### config.mk
export PLATFORM = sky130hd
export DESIGN_NAME = pc_unit_flat
export DESIGN_NICKNAME = d
export VERILOG_FILES = /design/src/rtl/pc_unit_if.sv /design/src/rtl/pc_unit.sv /design/src/flat_wrapper.sv
export SDC_FILE = /design/constraint.sdc
export NUM_CORES = 1
export LEC_CHECK = 0
export ABC_AREA = 1
export CAP_MARGIN = 20
export CORE_MARGIN = 1.5
export CORE_UTILIZATION = 48
export DETAILED_ROUTE_END_ITERATION = 6
export PLACE_DENSITY_LB_ADDON = 0.3
export SKIP_CTS_REPAIR_TIMING = 1
export SYNTH_ARGS = -nofsm -noshare
export SYNTH_HDL_FRONTEND = slang
export SYNTH_SLANG_ARGS = --single-unit
### constraint.sdc
create_clock -name clk -period 4.52 [get_ports clk]
set_clock_uncertainty 0.05 [all_clocks]
set_input_delay 0.904 -clock clk [delete_from_list [all_inputs] [get_ports clk]]
set_output_delay 0.904 -clock clk [all_outputs]
set_load 0.03 [all_outputs]
### src/rtl/pc_unit_if.sv
// Control-side and fetch-side signals for the program-counter unit.
// The CPU control path drives through master; pc_unit connects through slave.
interface pc_unit_if #(
  parameter int unsigned WIDTH     = 32,
  parameter int unsigned RAS_DEPTH = 4
);
  localparam int unsigned CW = $clog2(RAS_DEPTH + 1);

  logic             pc_write;
  logic             branch_req;
  logic [WIDTH-1:0] branch_target;
  logic             jump_req;
  logic [WIDTH-1:0] jump_target;
  logic             link;
  logic             ret_req;
  logic             eret;
  logic             exc_req;

  logic [WIDTH-1:0] pc_o;
  logic [WIDTH-1:0] pc_plus_o;
  logic [WIDTH-1:0] epc_o;
  logic [CW-1:0]    ras_count_o;
  logic             ras_underflow_o;
  logic             misaligned_o;

  modport master (
    output pc_write, branch_req, branch_target, jump_req, jump_target,
           link, ret_req, eret, exc_req,
    input  pc_o, pc_plus_o, epc_o, ras_count_o, ras_underflow_o, misaligned_o
  );

  modport slave (
    input  pc_write, branch_req, branch_target, jump_req, jump_target,
           link, ret_req, eret, exc_req,
    output pc_o, pc_plus_o, epc_o, ras_count_o, ras_underflow_o, misaligned_o
  );
endinterface

### src/rtl/pc_unit.sv
// Program counter with prioritised next-PC selection, an EPC register for
// exception entry/return, and a circular return-address stack fed by linking jumps.
module pc_unit #(
  parameter int unsigned      WIDTH     = 32,
  parameter logic [WIDTH-1:0] RESET_VEC = '0,
  parameter logic [WIDTH-1:0] EXC_VEC   = 32'h8000_0004,
  parameter int unsigned      INC       = 4,
  parameter int unsigned      RAS_DEPTH = 4
) (
  input logic        clk,
  input logic        reset,
  pc_unit_if.slave   bus
);

  localparam int unsigned PW = $clog2(RAS_DEPTH);
  localparam int unsigned CW = $clog2(RAS_DEPTH + 1);
  localparam logic [CW-1:0] FULL = CW'(RAS_DEPTH);

  logic [WIDTH-1:0] pc_q, pc_d;
  logic [WIDTH-1:0] epc_q, epc_d;
  logic [CW-1:0]    cnt_q, cnt_d;
  logic [PW-1:0]    top_q, top_d;
  logic             udf_q, udf_d;
  logic             push;
  logic [WIDTH-1:0] pc_plus;
  logic [WIDTH-1:0] ras_q [RAS_DEPTH];

  assign pc_plus = pc_q + WIDTH'(INC);

  // NOTE: every signal gets a default before the priority chain so no path
  // leaves it unassigned; a missing default would infer a latch.
  always_comb begin
    pc_d  = pc_q;
    epc_d = epc_q;
    cnt_d = cnt_q;
    top_d = top_q;
    udf_d = udf_q;
    push  = 1'b0;
    if (bus.exc_req) begin
      epc_d = pc_q;
      pc_d  = EXC_VEC;
    end else if (bus.pc_write) begin
      if (bus.eret) begin
        pc_d = epc_q;
      end else if (bus.branch_req) begin
        pc_d = bus.branch_target;
      end else if (bus.jump_req) begin
        pc_d = bus.jump_target;
        if (bus.link) begin
          // A full stack keeps its count; the new top overwrites the oldest slot.
          push  = 1'b1;
          top_d = top_q + PW'(1);
          if (cnt_q != FULL) cnt_d = cnt_q + CW'(1);
        end
      end else if (bus.ret_req) begin
        if (cnt_q != '0) begin
          pc_d  = ras_q[top_q];
          top_d = top_q - PW'(1);
          cnt_d = cnt_q - CW'(1);
        end else begin
          pc_d  = pc_plus;
          udf_d = 1'b1;
        end
      end else begin
        pc_d = pc_plus;
      end
    end
  end

  // NOTE: sequential state uses non-blocking assignments so every register
  // samples the pre-edge values of the others.
  always_ff @(posedge clk) begin
    if (reset) begin
      pc_q  <= RESET_VEC;
      epc_q <= '0;
      cnt_q <= '0;
      top_q <= '0;
      udf_q <= 1'b0;
    end else begin
      pc_q  <= pc_d;
      epc_q <= epc_d;
      cnt_q <= cnt_d;
      top_q <= top_d;
      udf_q <= udf_d;
    end
  end

  // NOTE: stack storage has no reset; entries are only readable once pushed
  // after the count was cleared, so clearing them would add nothing.
  always_ff @(posedge clk) begin
    if (push && !reset) ras_q[top_d] <= pc_plus;
  end

  assign bus.pc_o            = pc_q;
  assign bus.pc_plus_o       = pc_plus;
  assign bus.epc_o           = epc_q;
  assign bus.ras_count_o     = cnt_q;
  assign bus.ras_underflow_o = udf_q;
  assign bus.misaligned_o    = (pc_q[1:0] != 2'b00);

endmodule
### src/flat_wrapper.sv
// flat-port wrapper written by rule: the top's interface ports become plain ports
module pc_unit_flat 
#(
  parameter int unsigned      WIDTH     = 32,
  parameter logic [WIDTH-1:0] RESET_VEC = '0,
  parameter logic [WIDTH-1:0] EXC_VEC   = 32'h8000_0004,
  parameter int unsigned      INC       = 4,
  parameter int unsigned      RAS_DEPTH = 4
)
  (clk, reset, bus_pc_write, bus_branch_req, bus_branch_target, bus_jump_req, bus_jump_target, bus_link, bus_ret_req, bus_eret, bus_exc_req, bus_pc_o, bus_pc_plus_o, bus_epc_o, bus_ras_count_o, bus_ras_underflow_o, bus_misaligned_o);
  pc_unit_if #(.WIDTH(WIDTH), .RAS_DEPTH(RAS_DEPTH)) bus_i ();
  input logic clk;
  input logic reset;
  input wire logic [$bits(bus_i.pc_write)-1:0] bus_pc_write;
  input wire logic [$bits(bus_i.branch_req)-1:0] bus_branch_req;
  input wire logic [$bits(bus_i.branch_target)-1:0] bus_branch_target;
  input wire logic [$bits(bus_i.jump_req)-1:0] bus_jump_req;
  input wire logic [$bits(bus_i.jump_target)-1:0] bus_jump_target;
  input wire logic [$bits(bus_i.link)-1:0] bus_link;
  input wire logic [$bits(bus_i.ret_req)-1:0] bus_ret_req;
  input wire logic [$bits(bus_i.eret)-1:0] bus_eret;
  input wire logic [$bits(bus_i.exc_req)-1:0] bus_exc_req;
  output wire logic [$bits(bus_i.pc_o)-1:0] bus_pc_o;
  output wire logic [$bits(bus_i.pc_plus_o)-1:0] bus_pc_plus_o;
  output wire logic [$bits(bus_i.epc_o)-1:0] bus_epc_o;
  output wire logic [$bits(bus_i.ras_count_o)-1:0] bus_ras_count_o;
  output wire logic [$bits(bus_i.ras_underflow_o)-1:0] bus_ras_underflow_o;
  output wire logic [$bits(bus_i.misaligned_o)-1:0] bus_misaligned_o;
  assign bus_i.pc_write = bus_pc_write;
  assign bus_i.branch_req = bus_branch_req;
  assign bus_i.branch_target = bus_branch_target;
  assign bus_i.jump_req = bus_jump_req;
  assign bus_i.jump_target = bus_jump_target;
  assign bus_i.link = bus_link;
  assign bus_i.ret_req = bus_ret_req;
  assign bus_i.eret = bus_eret;
  assign bus_i.exc_req = bus_exc_req;
  assign bus_pc_o = bus_i.pc_o;
  assign bus_pc_plus_o = bus_i.pc_plus_o;
  assign bus_epc_o = bus_i.epc_o;
  assign bus_ras_count_o = bus_i.ras_count_o;
  assign bus_ras_underflow_o = bus_i.ras_underflow_o;
  assign bus_misaligned_o = bus_i.misaligned_o;
  pc_unit #(.WIDTH(WIDTH), .RESET_VEC(RESET_VEC), .EXC_VEC(EXC_VEC), .INC(INC), .RAS_DEPTH(RAS_DEPTH)) u_core (.clk(clk), .reset(reset), .bus(bus_i));
endmodule
* Yosys cells after proc, flatten, opt, wreduce, memory -nomap -nowiden *
Memory sizes are Yosys's and may differ from the RTL's. A register that Yosys moved wholly into a read port is not among the register bits.
Cells that the tools add are included.

storage, ports and cells
  register bits after elaboration = 70
  bits in writable memories = 128
  input bits = 73
  output and inout bits = 101
  logic and storage cells = 59
  memories kept = 1

memory list
  name          depth  width  rd ports  clocked after Yosys merged registers in  wr ports  RTL line       text
  u_core.ras_q  4      32     1         1                                        1         pc_unit.sv:26  logic [WIDTH-1:0] ras_q [RAS_DEPTH];

cells by class
  add/sub/neg operators = 5
  eq/ne operators = 3
  muxes and demuxes = 29
  bitwise operators = 5
  reduce and logical (&&, ||, !) cells = 10

operators with widths
  operator                                               count
  2-to-1 mux 32 bit                                      7
  adder 32 x 3 -> 32 bit, second input constant          1
  2-to-1 mux 2 bit                                       9
  2-to-1 mux 3 bit                                       5
  2-to-1 mux 1 bit                                       8
  AND reduction 8 bit                                    1
  nonzero test 2 bit                                     4
  AND reduction 7 bit                                    1
  inverter 1 bit                                         5
  inequality test 2 x 1 -> 1 bit, second input constant  2
  adder 3 x 1 -> 3 bit, second input constant            1
  inequality test 3 bit, second input constant           1
  nonzero test 3 bit                                     1
  subtractor 3 x 1 -> 3 bit, second input constant       1
  adder 2 x 1 -> 2 bit, second input constant            1
  OR reduction 2 bit                                     1
  subtractor 2 x 1 -> 2 bit, second input constant       1
  logical AND 1 bit                                      1
  logical NOT 1 bit                                      1

* Logic depth before layout (Yosys ltp) *
  depth in word-level cells = 9
  mapped depth = 13
  mapped depth without buffers = 12

* Worst setup path before layout *
Ideal clock, no wire load.

  path type = input to register
  start = input bus_eret
  end = memory u_core.ras_q[1][0], enable pin
  setup time = 0.461 ns
  data arrival time = 3.907 ns
  required time = 4.009 ns
  slack = 0.102 ns
  cell stages on the path = 10
  buffers on the path = 1
  cell sequence = buf_2 -> inv_2 -> nand2_2 -> nor2_1 -> o21ai_1 -> nor2_1 -> o21ai_0 -> nand2_1 -> nand2_1 -> nor3_1

on the way
  longest elaborated chain between the ends = 6
  elaborated cells on any way between the ends = 9
  classes of those cells = mux: 8; reduce/logical: 1

RTL lines
  what                                    RTL line            text
  from (decl)                             flat_wrapper.sv:21  input wire logic [$bits(bus_i.eret)-1:0] bus_eret;
  2-to-1 mux 1 bit                        pc_unit.sv:43       if (bus.eret) begin
  2-to-1 mux 1 bit                        pc_unit.sv:42       end else if (bus.pc_write) begin
  2-to-1 mux 1 bit                        pc_unit.sv:39       if (bus.exc_req) begin
  logical AND 1 bit                       pc_unit.sv:91       if (push && !reset) ras_q[top_d] <= pc_plus;
  2-to-1 mux 1 bit                        pc_unit.sv:91
  2-to-1 mux 1 bit (implied by the code)  pc_unit.sv:91
  to (decl)                               pc_unit.sv:26

Several ways; a longest one is shown, not always the timed one.

* Worst setup path after layout *
  start = register u_core.pc_q[2], in the netlist u_core.bus.pc_o[2]
  end = output bus_pc_plus_o[20]

on the way
  longest elaborated chain between the ends = 1

RTL lines
  what                    RTL line            text
  from (decl)             pc_unit.sv:19       logic [WIDTH-1:0] pc_q, pc_d;
  from (signal assigned)  pc_unit.sv:80       pc_q <= pc_d;
  adder 32 x 3 -> 32 bit  pc_unit.sv:28       assign pc_plus = pc_q + WIDTH'(INC);
  to (decl)               flat_wrapper.sv:24  output wire logic [$bits(bus_i.pc_plus_o)-1:0] bus_pc_plus_o;

Every way passes these cells.

==> impl_metrics.ini <==
[status]
run_status = completed

[sta]
final_hold_viol_count = 0
finalSetupViolCount = 0
max-slew-margin-rel = 0.559
finalHoldWorstSlack_ns = 0.442
totalNegativeSetupSlack_ns = 0
timing.final.crit_share = 0.872
timing.final.crit_period_ns = 3.94
maxClockFrequency_ghz = 0.254
timing.final.max_slew_violations = 0
rsz0062_at_grt = false
tightest_slew_ns = 0.662

[layout]
nNetsFinal = 1306
syn_to_final_growth_pct = 27.7
num_antenna_cells = 0
share_of_layout_cells_above_drive_strength_1 = 0.0844

[critical_path]
r2r-start = u_core.bus.ras_count_o[0]
timing.critical_path.arrival_ns = 2.99
number_of_cells_on_the_worst_reg_to_reg_path = 9
timing.setup.critical_path_class = reg -> out
critPathCaptureType = output port
setup.reg_to_reg.worst_slack_ns = 1.95
required_ns = 3.57
r2r_end = u_core.ras_q[0][30]
path_max_fanout = 8
cp_launch_point = u_core.bus.pc_o[2]
start_kind = flip-flop

[floorplan]
dieArea_um2 = 20500
core_area_um2 = 19300
core.rowCount = 51
die_width_um = 143
initial_utilization = 0.487
die_h_um = 143
top_level_ports = 174

[clocking]
htreeDepth = 4
cts-root-buf = clkbuf_16
worst_setup_hold_path_clk_slew_ns = 0.08
clock_tree_from_tritoncts = yes
worstSkewPairLatency_ns = 0.44
clock_path_buffers = 2
clkSinkCount = 198
cts_inserted_buffers = 17

[synthesis]
postSynthCellCount = 1073
ys_async_sr_fraction = 0
synth_enable_flop_cells = 128
synth_largest_type_area_fraction = 0.408
ys_top_cells_by_area = edfxtp_1 41%, dfxtp_1 15%, nand2_1 8.7%, nor2_1 6.5%, o21ai_0 5.5%
synth-seq-area-share = 0.557
synth.distinct_cells = 46
synth.cell_area_um2 = 9420
synth.ff_latch_count = 198
yosysWarnings = 0
synth.most_common_cell = nand2_1
postSynth.topFlopCell = edfxtp_1
synth_area_leader_cell = edfxtp_1
syn-mean-instance-area_um2 = 8.78
post_synth_top_cells = 218 x nand2_1, 162 x nor2_1, 128 x edfxtp_1
syn_nets = 1148

[drt]
routedWlPerCell_um = 19.8
drt-initial-drc-count = 922
drc = 0
postRouteWirelength_um = 30000
antenna_left = 0
drtPass1Iterations = 7
num_vias = 8472
viasPerCell = 5.61

[job]
drv_cap = 0

[pwr]
combinationalPowerShare = 0.121
seq_power_share = 0.490
power.clock.fraction = 0.389
total_switching_power_mw = 1.08
leakage_nw = 4.48
power.switching_fraction = 0.264
max-vdd-ir-drop_v = 0.000267
power.density_nw_per_um2 = 338
power.internal_mw = 2.99

[hold_path]
worst_hold_startpoint = u_core.bus.epc_o[9]
worst_hold_path_type = reg -> reg
whs_path_depth = 2
whs_endpoint = u_core.bus.epc_o[9]

[global_route]
grt_pass1_vias = 7758
gr-usage-all-layers = 0.296
grt_residual_overflow = 0
pin_count_of_the_biggest_net_entering_global_routing = 65
antenna_violations_before_repair = 0
grt_first_pass_wirelength_um = 45100

[placement]
place_congestion = 1.01
quantity_of_i_o_buffers_inserted_on_ports = 173
dp_hpwl_um = 21200
[power groups by stage]
stage / registers (mW) / logic [mW] / clock network (mW)
2_1_floorplan: 2.07 / 0.207 / 0
3_3_place_gp: 2.03 / 0.482 / 0
3_5_place_dp: 2.03 / 0.485 / 0
4_1_cts: 1.99 / 0.488 / 1.58
5_1_grt: 1.99 / 0.525 / 1.66
6_report: 1.99 / 0.492 / 1.58
[worst max-delay path: stages, from the launching register on]
cell             delay [ns]
dfxtp_1                0.56
ha_1                   0.25
nand2_2                0.07
inv_1                  0.11
nand3_2                0.16
nor2_4                 0.16
nand3_1                0.10
xor2_1                 0.36
clkdlybuf4s50_1        0.79
[worst max-delay path by stage]
stage,cells past startpoint,slack [ns],end
finish,8,0.58,bus_pc_plus_o[20]
global route,8,0.45,bus_pc_plus_o[20]
CTS,8,0.58,bus_pc_plus_o[20]
detailed placement,9,0.89,u_core.ras_q[0][29]
global placement,9,1.0,u_core.ras_q[0][29]
floorplan,10,0.10,u_core.ras_q[1][0]
[sequential cells by signal (all words and copies together) (netlist names), named ones only]
name / flops
u_core.bus.epc_o: 32
u_core.bus.ras_count_o: 3
u_core.top_q: 2
u_core.bus.pc_o: 30
u_core.bus.ras_underflow_o: 1
u_core.ras_q: 128
[cell usage in the layout (no fill, tap or decap), drive strengths merged]
cell type      Yosys  routed
dfxtp             70      70
xnor2              3       3
bufinv             0       2
ha                 1       1
nor4               1       1
o211ai            26      26
fa                 1       1
nand3b             1       1
buf               31      26
clkdlybuf4s50      0     173
or2               11      11
o2111ai            2       2
o22ai             26      26
clkinv             2       7
nand3             54      54
a21o               1       1
nand2            223     223
o21bai            10      10
clkinvlp           0       1
inv               70      76
and2               2       2
edfxtp           128     128
a2111oi            1       1
nor3               4       4
nand4              3       3
a21oi             72      72
a221oi             2       2
o21ai            105     105
o221a              7       7
o221ai             4       4
clkbuf            28      18
nor2             169     169
xor2              14      14
[metrics by stage]
stage | worst slack, ns | cells | utilization | area [um2] | total power, mW
2_1_floorplan | 0.102 | 1073 | - | 9420 | 2.28
3_3_place_gp | 0.999 | 1476 | 0.590 | 11400 | 2.51
3_5_place_dp | 0.889 | 1476 | 0.590 | 11400 | 2.51
4_1_cts | 0.581 | 1508 | 0.621 | 12000 | 4.06
5_1_grt | 0.451 | 1509 | 0.622 | 12000 | 4.18
6_report | 0.579 | 1509 | 0.622 | 12000 | 4.07
[routing by layer]
layer / part of all wire / track usage
met1: 0.42 / 0.428
met3: 0.10 / 0.0543
met2: 0.46 / 0.454
met5: 0 / 0
met4: 0.021 / 0.0852
[kinds of logic after synthesis]
logic type               after synthesis  synth area share
AO/OA/AOI/OAI                        256             0.159
flip-flops                           198             0.557
adder cells (fa/ha/maj)                2           0.00345
buffers and inverters                132            0.0589
XOR/XNOR                              17            0.0166
AND/OR/NAND/NOR                      468             0.205
[layout make-up]
type,instances,area (um2)
fill,1606,7300
sequential,198,5250
multi-input combinational,743,3640
timing repair buffer,199,1940
clock buffer,18,429
tap,265,332
inverter,72,270
clock inverter,14,183
No activity file was read; power rests on OpenSTA's default activity.
==> patch 1 (config.mk and constraints unchanged) <==
`RAS_DEPTH` is set to 4 in 3 places; all go to 8.
--- a/src/rtl/pc_unit_if.sv
+++ b/src/rtl/pc_unit_if.sv
@@ -4,3 +4,3 @@
   parameter int unsigned WIDTH     = 32,
-  parameter int unsigned RAS_DEPTH = 4
+  parameter int unsigned RAS_DEPTH = 8
 );
--- a/src/rtl/pc_unit.sv
+++ b/src/rtl/pc_unit.sv
@@ -7,3 +7,3 @@
   parameter int unsigned      INC       = 4,
-  parameter int unsigned      RAS_DEPTH = 4
+  parameter int unsigned      RAS_DEPTH = 8
 ) (
--- a/src/flat_wrapper.sv
+++ b/src/flat_wrapper.sv
@@ -7,3 +7,3 @@
   parameter int unsigned      INC       = 4,
-  parameter int unsigned      RAS_DEPTH = 4
+  parameter int unsigned      RAS_DEPTH = 8
 )
Ports: changed (resized bus_ras_count_o); port bits go from 174 to 175. The function was not compared with the original's and may differ.
==> patch 1 against the original RTL <==
- combinational power rose by 14%
- critical path depth fell by 1
- global-route usage shrank 0.71 points
- sequential cell count increased by 130
- critical endpoint is now bus_pc_plus_o[18]
- power grew 61%
- area after synthesis rose by 57%
- non-clock buffer count grew 15
- first-iteration DRC count rose by 41%
- routed wire length increased by 53%
- sequential power increased by 67%
- cell area rose by 50%
- via count grew 44%
- worst setup slack worse by 0.23 ns
- largest power group unchanged
- critical path type unchanged
==> patch 1: results (changes against the original RTL) <==
| Metric | Value |
|---|---|
| Crit Path Max Fanout | 10 (+2) |
| Final GP Congestion | 0.925 (-8.7%) |
| Met2 wire len | 21.4 mm (+56%) |
| Nets@finish | 1,796 (+38%) |
| Critical R2R Launch | u_core.top_q[0]$_SDFF_PP0_ |
| Leak | 6.76 nW (+51%) |
| Dpl ws | 0.908 ns (+0.0180 ns) |
| Initial drt markers | 1,303 (+41%) |
| Max FFs per register | 256 (+100%) |
| R2R Path End | u_core.ras_q[6][13]$_DFFE_PP_ |
| Worst path arrival time | 3.22 ns (+0.23 ns) |
| Post-Route WL | 45.7 mm (+53%) |
| First-pass GRT wire length | 68.6 mm (+52%) |
| Synth cell types | 42 (-8.7%) |
| Largest net degree at the start of global routing | 86 (+32%) |
| Via/cell ratio | 5.70 (+1.4%) |
| I/O Buffers | 174 (+0.58%) |
| Detail Placement HPWL | 29.9 mm (+41%) |
| FMAX | 0.240 GHz (-5.6%) |
| Fillers | 2,483 (+55%) |
| Clk_lat worst skew | 0.53 ns (+0.09 ns) |
| Reg-to-reg slack, setup | 1.23 ns (-0.72 ns) |
| Ranking of synthesized cells by area | edfxtp_1 52%, nand2_1 10%, dfxtp_1 9.7%, nand3_1 5.9%, o21ai_0 4.0% |
| Run status | complete, no violations |
| Min-Delay Endpoint | u_core.bus.ras_underflow_o$_SDFFE_PP0P_ |
| Met1 WL | 18.4 mm (+46%) |
| Vias in the first global route | 11,400 (+47%) |
| Dpl cell area | 17,100 um2 (+50%) |
| CP startpoint | u_core.bus.pc_o[3]$_SDFFE_PP0P_ |
| Number of synthesized flops with an enable pin | 256 (+100%) |
-- patch 1: cell count changes in the layout (fill, tap and decap cells not counted), sizes merged, moves of 12 or more --
cell,change
clkinv,+12
clkbuf,+23
edfxtp,+128
o21ai,+16
nand2,+182
buf,+14
nand3,+122
inv,+21
-- patch 1: kinds of logic after synthesis --
logic type	count (synthesis)	synth area share, %
compound gates	250	9.47
xor+xnor	20	1.23
fa+ha+maj	6	0.557
buf+inv	185	5.34
flops	328	61.6
simple gates	765	21.8
-- patch 1: worst max-delay path, cell delays in order, from the launching register on --
cell,delay (ns)
dfxtp_1,0.43
ha_1,0.30
nand3_4,0.12
inv_1,0.10
nand2_1,0.12
nor2_1,0.15
xor2_1,0.64
clkdlybuf4s50_1,0.83
-- patch 1: layer usage --
layer | GRT usage, % | up-vias
met2 | 47.0 | 719
li1 | - | 5638
met5 | 0 | -
met1 | 39.9 | 5725
met4 | 8.51 | 0
met3 | 4.90 | 89
-- patch 1: report_power, final --
group	switching, mW	internal [mW]	leakage (nW)
sequential	0.0479	3.27	2.89
combinational	0.348	0.212	3.35
clock	1.18	1.48	0.517
-- patch 1: layout make-up --
type                            instances  share of cell area (%)
Sequential cell                       328                    50.5
Multi-Input combinational cell       1041                    27.4
Timing Repair Buffer                  214                    11.7
Clock buffer                           41                    4.96
Tap cell                              396                    2.74
Inverter                               98                    2.03
Clock inverter                         19                   0.726
-- patch 1: per-stage QoR --
step	total power [mW]	hold WS [ns]	std cells
2_1_floorplan	3.67	0.569	1554
3_3_place_gp	3.93	0.418	2076
3_5_place_dp	3.94	0.424	2076
4_1_cts	6.55	0.441	2136
5_1_grt	6.72	0.517	2137
6_report	6.54	0.455	2137
==> patch 2 (same settings) <==
Without the edit above. Reset style: asynchronous (`reset`), changed in one clocked block.
--- a/src/rtl/pc_unit.sv
+++ b/src/rtl/pc_unit.sv
@@ -71,3 +71,3 @@
   // samples the pre-edge values of the others.
-  always_ff @(posedge clk) begin
+  always_ff @(posedge clk or posedge reset) begin
     if (reset) begin
Check against the original RTL: differs if reset is asserted again (counterexample within 4 cycles, from zero or initial values and one cycle with reset high); with reset held inactive, the same outputs for 4 cycles.
==> patch 2 against the original RTL <==
- critical path depth is 2 lower
- global-route usage is 1.3 points lower
- routed wire length is 1.1% higher
- cell area is 3.3% higher
- sequential cell count stayed put
- worst setup slack worse by 0.075 ns
- area after synthesis is 6.2% higher
- sequential share of layout area is 1.4 points higher
- count of clock-buffer cells in the layout is 1 higher
- synthesized cell count is 6.8% higher
- critical endpoint is now bus_pc_plus_o[12]
Power is not compared: it rests on default switching activity, and its combinational part moved more than twofold at a synthesized area within 25%.
==> patch 2: results (changes against the original RTL) <==
| Metric | Value |
|---|---|
| Sequential fraction of the synthesis area | 55.9% (+0.26 points) |
| Hold path cells | 1 (-1) |
| Nets@finish | 1,379 (+5.6%) |
| Mapped Nets | 1,221 (+6.4%) |
| Detail Placement HPWL | 21.6 mm (+1.8%) |
| Reg-to-reg slack, setup | 1.47 ns (-0.48 ns) |
| Initial antenna violation count | 0 (unchanged) |
| Critical R2R Launch | u_core.top_q[1]$_DFF_PP0_ |
| Initial drt markers | 1,017 (+10%) |
| Worst Reg-to-Reg Cells | 9 (unchanged) |
| Worst Min Path Start | u_core.bus.ras_underflow_o$_DFFE_PP0P_ |
| Min-Delay Endpoint | u_core.bus.ras_underflow_o$_DFFE_PP0P_ |
| Post-synth top cells | 312 x nand2_1, 188 x nor2_1, 128 x edfxtp_1, 89 x inv_1, 78 x o21ai_0 |
| Final GP Congestion | 0.931 (-8.1%) |
| Total CTS buffers | 17 (unchanged) |
| Crit Path Max Fanout | 6 (-2) |
| First-pass GRT wire length | 46.8 mm (+3.8%) |
| NetSw | 1.74 mW |
| Largest net degree at the start of global routing | 64 (-1.5%) |
| Vias in the first global route | 8,434 (+8.7%) |
| Rel. slew slack | 34.4% (-21 points) |
| Clock root buffer | clkbuf_16 |
| Max FFs per register | 128 (unchanged) |
| Ys async rst share | 35.4% (+35 points) |
| Worst hold-check path type | reg -> reg |
| Top reg by flops | u_core.ras_q |
| Via count | 8,864 (+4.6%) |
| I/O Buffers | 173 (unchanged) |
| R2R Path End | u_core.ras_q[2][13]$_DFFE_PP_ |
| Synth warn | 0 (unchanged) |
| Synth cell types | 48 (+4.3%) |
| Worst path arrival time | 3.06 ns (+0.07 ns) |
| Htree depth | 4 (unchanged) |
| GRT Resource Usage Total | 28.3% (-1.3 points) |
| Run status | complete, no violations |
| Clk_lat worst skew | 0.44 ns (about the same) |
| Share of layout cells above drive strength 1 | 6.53% (-1.9 points) |
| Post-Route WL | 30.3 mm (+1.1%) |
| Number of synthesized flops with an enable pin | 128 (unchanged) |
| N_diodes | 0 (unchanged) |
| Ranking of synthesized cells by area | edfxtp_1 38%, dfrtp_1 18%, nand2_1 12%, nor2_1 7.1%, o21ai_0 3.9% |
| First-pass iteration count of the detailed router | 5 (-2) |
## patch 2: worst max-delay path by stage
stage	start	to	slack, ns	cells after the start
after global placement	u_core.bus.pc_o[2]$_DFFE_PP0P_	bus_pc_plus_o[12]	0.96	6
after floorplan	bus_exc_req	u_core.ras_q[3][0]$_DFFE_PP_	0.85	9
after CTS	u_core.bus.pc_o[2]$_DFFE_PP0P_	bus_pc_plus_o[12]	0.48	6
after detailed placement	u_core.bus.pc_o[2]$_DFFE_PP0P_	bus_pc_plus_o[12]	0.94	6
after global routing	u_core.bus.pc_o[2]$_DFFE_PP0P_	bus_pc_plus_o[12]	0.31	6
final	u_core.bus.pc_o[2]$_DFFE_PP0P_	bus_pc_plus_o[12]	0.50	6
## patch 2: critical path: stages (launching register included)
cell and delay (ns):
dfrtp_1 0.48, ha_1 0.37, nand3_4 0.15, nor2_4 0.18
nand2_1 0.11, xnor2_1 0.54, clkdlybuf4s50_1 0.79
## patch 2: kinds of logic after synthesis
| kind of cell | count (synthesis) | synth area share (%) |
|---|---|---|
| simple gates | 601 | 24.9 |
| buf+inv | 145 | 7.10 |
| fa+ha+maj | 2 | 0.325 |
| mux | 4 | 0.450 |
| xor+xnor | 11 | 1.04 |
| flops | 198 | 55.9 |
| compound gates | 185 | 10.2 |
## patch 2: power by group through the flow
| stage | Combinational (mW) | Clock, mW | Sequential, mW |
|---|---|---|---|
| global route | 1.52 | 1.62 | 2.14 |
| floorplan | 0.804 | 0 | 2.23 |
| finish | 1.41 | 1.55 | 2.13 |
| global placement | 1.37 | 0 | 2.16 |
| detailed placement | 1.39 | 0 | 2.16 |
| CTS | 1.40 | 1.55 | 2.12 |
## patch 2: metal layers
| layer | vias to the layer above | global-route usage (%) | share of wire, % |
|---|---|---|---|
| li1 | 4082 | - | - |
| met1 | 4161 | 41.7 | 42 |
| met2 | 571 | 40.8 | 44 |
| met3 | 50 | 8.06 | 12 |
| met4 | 0 | 8.55 | 1.9 |
| met5 | - | 0 | 0 |
## patch 2: metrics by stage
step	hold WS, ns	area [um2]	std cells	util (%)	worst slack, ns
floorplan	0.563	10000	1146	-	0.845
global placement	0.439	11800	1555	58.2	0.961
detailed placement	0.423	11800	1555	58.2	0.943
CTS	0.446	12400	1586	61.0	0.481
global route	0.472	12400	1586	61.0	0.314
finish	0.442	12400	1586	61.0	0.504
## patch 2: final cells by class
| class | instances | area, um2 |
|---|---|---|
| multi-input cells | 803 | 3710 |
| inverters | 94 | 353 |
| fillers | 1744 | 7940 |
| repair buffers | 190 | 1840 |
| well taps | 270 | 338 |
| clock buffers | 19 | 433 |
| clock inverters | 12 | 151 |
| flip-flops and latches | 198 | 5600 |
